$ cat config.mk
export PLATFORM = sky130hd
export DESIGN_NAME = cam_ov7670_patgen
export DESIGN_NICKNAME = d
export VERILOG_FILES = /design/src/rtl/cam_ov7670_patgen.sv
export SDC_FILE = /design/constraint.sdc
export NUM_CORES = 1
export LEC_CHECK = 0
export BUFFER_PORTS_ARGS = -buffer_cell sky130_fd_sc_hd__clkbuf_2
export CORE_ASPECT_RATIO = 2
export CORE_MARGIN = 2
export CORE_UTILIZATION = 47
export CTS_BUF_LIST = sky130_fd_sc_hd__clkbuf_16
export DETAILED_ROUTE_END_ITERATION = 8
export GPL_TIMING_DRIVEN = 0
export HOLD_SLACK_MARGIN = 0.15
export PLACE_DENSITY = 0.76
export SYNTH_ARGS = -nofsm -noshare
export SYNTH_HDL_FRONTEND = slang
export SYNTH_SLANG_ARGS = --single-unit
$ cat constraint.sdc
create_clock -name clk -period 6.4 [get_ports clk]
set_clock_uncertainty 0.1 [all_clocks]
set_input_delay 0.32 -clock clk [delete_from_list [all_inputs] [get_ports clk]]
set_output_delay 0.32 -clock clk [all_outputs]
set_load 0.02 [all_outputs]
$ cat src/rtl/cam_ov7670_patgen.sv
// OV7670-style camera byte-stream pattern generator: RGB565 test patterns,
// high byte first, with VSYNC/HREF framing timed directly off clk.
module cam_ov7670_patgen #(
  parameter int H_ACTIVE   = 160,
  parameter int V_ACTIVE   = 120,
  parameter int H_BLANK    = 4,
  parameter int V_BLANK    = 4,
  parameter int VSYNC_ROWS = 2
) (
  input  logic        clk,
  input  logic        rst,
  input  logic        enable,
  input  logic [1:0]  mode,
  input  logic [15:0] solid_color,
  output logic        CAM_vsync,
  output logic        CAM_href,
  output logic [7:0]  CAM_px_data,
  output logic        frame_start,
  output logic [7:0]  frame_cnt
);

  localparam int LINE_LEN   = 2 * H_ACTIVE + H_BLANK;
  localparam int FRAME_ROWS = V_BLANK + V_ACTIVE;
  localparam int HC_W       = $clog2(LINE_LEN);
  localparam int VC_W       = $clog2(FRAME_ROWS);
  localparam int BAR_W      = H_ACTIVE / 8;

  typedef enum logic [1:0] {S_IDLE, S_RUN, S_STOP} state_t;

  state_t          state_q, state_d;
  logic [HC_W-1:0] hc_q, hc_d;
  logic [VC_W-1:0] vc_q, vc_d;
  logic            start_d;
  logic            last_byte;
  logic [1:0]      mode_q;
  logic [15:0]     color_q;

  assign last_byte = (hc_q == HC_W'(LINE_LEN - 1)) && (vc_q == VC_W'(FRAME_ROWS - 1));

  // NOTE: every always_comb output gets a default first so no path can infer a latch.
  always_comb begin
    state_d = state_q;
    hc_d    = hc_q;
    vc_d    = vc_q;
    start_d = 1'b0;
    unique case (state_q)
      S_IDLE: begin
        hc_d = '0;
        vc_d = '0;
        if (enable) begin
          state_d = S_RUN;
          start_d = 1'b1;
        end
      end
      S_RUN, S_STOP: begin
        if (last_byte) begin
          // At the frame's last byte enable decides: wrap into a new frame or park.
          hc_d    = '0;
          vc_d    = '0;
          state_d = enable ? S_RUN : S_IDLE;
          start_d = enable;
        end else begin
          state_d = enable ? S_RUN : S_STOP;
          if (hc_q == HC_W'(LINE_LEN - 1)) begin
            hc_d = '0;
            vc_d = vc_q + VC_W'(1);
          end else begin
            hc_d = hc_q + HC_W'(1);
          end
        end
      end
      default: begin
        state_d = S_IDLE;
        hc_d    = '0;
        vc_d    = '0;
      end
    endcase
  end

  // Outputs are computed from the next position so they register alongside it.
  logic        active_d, vsync_d, href_d;
  logic [15:0] x16, y16, bar_color, pix;
  logic [2:0]  bar_sel;
  logic [7:0]  byte_d;

  assign active_d = (state_d != S_IDLE);
  assign vsync_d  = active_d && (vc_d < VC_W'(VSYNC_ROWS));
  assign href_d   = active_d && (vc_d >= VC_W'(V_BLANK)) && (hc_d < HC_W'(2 * H_ACTIVE));
  assign x16      = 16'(hc_d >> 1);
  assign y16      = 16'(vc_d) - 16'(V_BLANK);
  assign bar_sel  = 3'(x16 / 16'(BAR_W));

  always_comb begin
    bar_color = 16'h0000;
    unique case (bar_sel)
      3'd0: bar_color = 16'hFFFF;
      3'd1: bar_color = 16'hFFE0;
      3'd2: bar_color = 16'h07FF;
      3'd3: bar_color = 16'h07E0;
      3'd4: bar_color = 16'hF81F;
      3'd5: bar_color = 16'hF800;
      3'd6: bar_color = 16'h001F;
      3'd7: bar_color = 16'h0000;
      default: bar_color = 16'h0000;
    endcase
  end

  // Captured mode/colour/count only change at vc=0, where href is low, so the
  // registered copies are always the ones belonging to the byte being built.
  always_comb begin
    pix = 16'h0000;
    unique case (mode_q)
      2'd0: pix = color_q;
      2'd1: pix = bar_color;
      2'd2: pix = x16 + y16 + {8'h00, frame_cnt};
      2'd3: pix = (x16[3] ^ y16[3]) ? 16'hFFFF : 16'h0000;
      default: pix = 16'h0000;
    endcase
    byte_d = 8'h00;
    if (href_d) byte_d = hc_d[0] ? pix[7:0] : pix[15:8];
  end

  // NOTE: sequential state uses non-blocking assignments only, so every register
  // samples pre-edge values regardless of statement order.
  always_ff @(posedge clk or negedge rst) begin
    if (!rst) begin
      state_q     <= S_IDLE;
      hc_q        <= '0;
      vc_q        <= '0;
      mode_q      <= 2'd0;
      color_q     <= 16'h0000;
      CAM_vsync   <= 1'b0;
      CAM_href    <= 1'b0;
      CAM_px_data <= 8'h00;
      frame_start <= 1'b0;
      frame_cnt   <= 8'h00;
    end else begin
      state_q     <= state_d;
      hc_q        <= hc_d;
      vc_q        <= vc_d;
      CAM_vsync   <= vsync_d;
      CAM_href    <= href_d;
      CAM_px_data <= byte_d;
      frame_start <= start_d;
      if (start_d) begin
        frame_cnt <= frame_cnt + 8'd1;
        mode_q    <= mode;
        color_q   <= solid_color;
      end
    end
  end

endmodule
==> qor.tcl <==
set qor(outcome) {completed}
set qor(post_synth_num_cell_types) 64
set qor(slew_headroom_pct) 49.7
set qor(layout.filler_cells) 681
set qor(fp.dieArea_um2) 8410
set qor(synth-main-ff-cell) {sky130_fd_sc_hd__dfrtp_1}
set qor(synthTopCellsByCount) {55 x sky130_fd_sc_hd__dfrtp_1, 42 x sky130_fd_sc_hd__inv_1, 24 x sky130_fd_sc_hd__nand2_1, 24 x sky130_fd_sc_hd__nor2_1}
set qor(detail_route_met2_wl_um) 4070
set qor(hold_path.startpoint) {mode[0]}
set qor(r2r-end) {CAM_px_data[7]}
set qor(tritoncts) {built}
set qor(die_width_um) 65.8
set qor(drt-vias-per-instance) 5.66
set qor(final.setup.tns_ns) 0
set qor(worstSetupPathType) {flop to flop}
set qor(layout_worst_path_cycle_share_pct) 86.9
set qor(fin_ws_ns) 0.836
set qor(crit_required_ns) 6.52
set qor(grt_antenna_before_repair) 0
set qor(htreeDepth) 2
set qor(finalHoldWorstSlack_ns) 0.150
set qor(critical_path_cell_count) 22
set qor(async_flop_share_pct) 100
set qor(first_pass_iters) 5
set qor(post_cts_buffers) 0
set qor(rsz_0062_raised_after_global_routing) {no}
set qor(cts-buffers-inserted) 5
set qor(critPathCaptureType) {flop}
set qor(worst_setup_path_start_kind) {flop}
set qor(maxCapViolations) 0
set qor(synth_edf_count) 0
set qor(regToRegStartpoint) {hc_q[0]}
set qor(worst_path_dominant_cell_family) {compound AO/OA/AOI/OAI gates}
set qor(peakVddDrop_mv) 0.265
set qor(route.detailed.wl_per_inst_um) 15.4
set qor(topRoutingLayerUsed) {met4}
set qor(wire_length_on_met1_um) 3360
set qor(yosys.cell_count.top_type) {sky130_fd_sc_hd__dfrtp_1}
set qor(drc_errors) 0
set qor(totalPowerFinal_mw) 1.45
set qor(synthTopCellsByArea) {sky130_fd_sc_hd__dfrtp_1 38%, sky130_fd_sc_hd__ha_1 5.6%, sky130_fd_sc_hd__fa_1 5.0%}
set qor(areaGrowthSynthToFinish_pct) 14.1
set qor(design.portCount) 40
set qor(syn_area_um2) 3590
set qor(worstMarginPinSlew_ns) 0.751
set qor(place_worst_setup_slack_ns) 0.861
set qor(crit_path_top_delay_cell) {sky130_fd_sc_hd__o41ai_4}
set qor(detail_route.iter0.violations) 196
set qor(grt_start_max_net_pins) 56
set qor(route.met3.wl_um) 318
set qor(fmax_mhz) 180
set qor(global_route.overflow_total) 0
set qor(setup.worst_path.end) {CAM_px_data[7]}
set qor(worst_r2r_path_depth) 22
set qor(portBuffers) 39
set qor(finish.net_count) 466
set qor(critical_path.startpoint) {hc_q[0]}
set qor(crit_path_max_incr_delay_ns) 0.59
set qor(worst_skew_pair.late_latency_ns) 0.30
set qor(report.final.hold_viol_count) 0
set qor(routed-via-count) 2915
set qor(layout-drive-gt1-share_pct) 20.0
set qor(drt_wl_total_um) 7930
set qor(first_pass_grt_wire_length_um) 13300
set qor(cp_data_arrival_time_ns) 5.69
set qor(setup_viol_count_final) 0
set qor(maxSlewViolCount) 0
set qor(cp_max_fo) 10
set qor(clockRootBuffer) {sky130_fd_sc_hd__clkbuf_16}
set qor(crit_path_frequent_cell) {sky130_fd_sc_hd__ha_1}
set qor(placementRows) 45
set qor(seq_area_frac_synth_pct) 38.3
set qor(cts.sinks) 55
set qor(antenna_violating_nets_post_route) 0
set qor(synth.ff_latch_count) 55
set qor(hp-class) {input pin to flop}
set qor(post_dp_cell_area_um2) 3910
set qor(cts_buffer_depth) 2
set qor(total_leakage_power_nw) 1.96
set qor(synthCells) 369
set qor(clk_transition_reported_paths_ns) 0.07
set qor(initial_core_utilization_pct) 48.0
set qor(diode_count) 0
set qor(timing.critical_path.buf_inv) 3
set qor(min_period_ns) 5.56
set qor(yosysTopAreaCellShare_pct) 38.3
set qor(cellPowerDensity_nw_per_um2) 354
set qor(synth.largest_area_cell) {sky130_fd_sc_hd__dfrtp_1}
set qor(syn-mean-instance-area_um2) 9.74
set qor(reg2reg_setup_slack_ns) 0.84
set qor(path_cells) {ha_1, nor4b_4, and2_1, buf_6, nand2_4, o41ai_4, nor2_1, inv_1, ha_1, nor3b_1, xnor2_1, fa_1, inv_1, ha_1, o21a_1, a21oi_1, o21bai_1, a21o_1, xor2_1, a311oi_2, o21ai_0, a21oi_1}
set qor(syn_warnings) 0
set qor(final_design_area_no_fill_um2) 4100
set qor(groute.usage.overall_pct) 20.4
set qor(globalplace.congestion) 0.937
set qor(y_dimension_of_the_die_um) 128
set qor(dpl.hpwl_um) 6160
set qor(grt_pass1_vias) 2798
set qor(synth_fp_nets) 415
set qor(core_um2) 7490
-- worst min path at each step --
stage	slack (ns)	cells past startpoint	to
after floorplan	-0.08	0	CAM_href
after global placement	0.38	1	frame_cnt[7]
after detailed placement	0.39	1	color_q[13]
after CTS	0.15	2	color_q[15]
after global routing	0.15	3	mode_q[0]
final	0.15	3	mode_q[0]
-- through the flow --
stage / util [%] / std cells
floorplan: - / 369
global placement: 52.2 / 502
detailed placement: 52.2 / 502
CTS: 54.3 / 512
global route: 54.8 / 515
finish: 54.8 / 515
-- per-layer routing --
layer / global-route usage [%] / vias to the layer above
met5: 0 / -
met3: 3.34 / 14
met2: 32.6 / 77
li1: - / 1414
met4: 7.11 / 0
met1: 28.0 / 1410
-- cells in the final DEF (no fill, tap or decap), types with 6 or more instances in the layout --
cell and instances:
sky130_fd_sc_hd__nand4_1 7, sky130_fd_sc_hd__a21oi_1 17, sky130_fd_sc_hd__fa_1 9, sky130_fd_sc_hd__nand2_1 24, sky130_fd_sc_hd__mux2_2 16, sky130_fd_sc_hd__xnor2_1 16, sky130_fd_sc_hd__clkbuf_2 38, sky130_fd_sc_hd__a211oi_1 7
sky130_fd_sc_hd__ha_1 16, sky130_fd_sc_hd__o21ai_0 17, sky130_fd_sc_hd__nor2_1 24, sky130_fd_sc_hd__nor3_1 10, sky130_fd_sc_hd__a21o_1 6, sky130_fd_sc_hd__xor2_1 12, sky130_fd_sc_hd__nand3_1 13, sky130_fd_sc_hd__inv_1 43
sky130_fd_sc_hd__dfrtp_1 55
-- timing repair --
| action | 4_1_cts | 5_1_grt |
|---|---|---|
| hold buffers | 2 | 3 |
| hold endpoints to repair | 2 | 57 |
| resized for setup | 0 | 0 |
-- flip-flops by register name, indices dropped and copies added, names as in the netlist --
| name | flops |
|---|---|
| CAM_href | 1 |
| frame_start | 1 |
| state_q | 2 |
| color_q | 16 |
| hc_q | 9 |
| frame_cnt | 8 |
| mode_q | 2 |
| CAM_vsync | 1 |
| CAM_px_data | 8 |
| vc_q | 7 |
-- worst min-delay path, delay by kind of cell --
kind | cells | cell delay, ns
and+or+nand+nor | 1 | 0.05
buffers and inverters | 1 | 0.08
AOI/OAI and AO/OA | 1 | 0.07
-- cells by family after synthesis --
family,synth area share (%)
compound gates,18.2
xor+xnor,6.82
fa+ha+maj,10.6
buf+inv,5.57
flops,38.3
mux,5.57
simple gates,15.0
-- report_power, final --
part           total, mW  internal, mW  switching, mW  leakage, nW
registers          0.518         0.440         0.0774        0.708
logic              0.667         0.264          0.403         1.18
clock network      0.266         0.143          0.123       0.0710
total               1.45         0.848          0.603         1.96
-- final cells by class --
cell class / count / area, um^2 / share of cell area (%)
buffer: 7 / 35.0 / 0.854
timing repair buffer: 44 / 248 / 6.04
sequential: 55 / 1380 / 33.6
clock inverter: 3 / 16.3 / 0.397
inverter: 44 / 165 / 4.03
multi-input combinational: 263 / 2020 / 49.2
tap: 94 / 118 / 2.87
clock buffer: 5 / 125 / 3.05
Power figures use the tool's default switching activity.
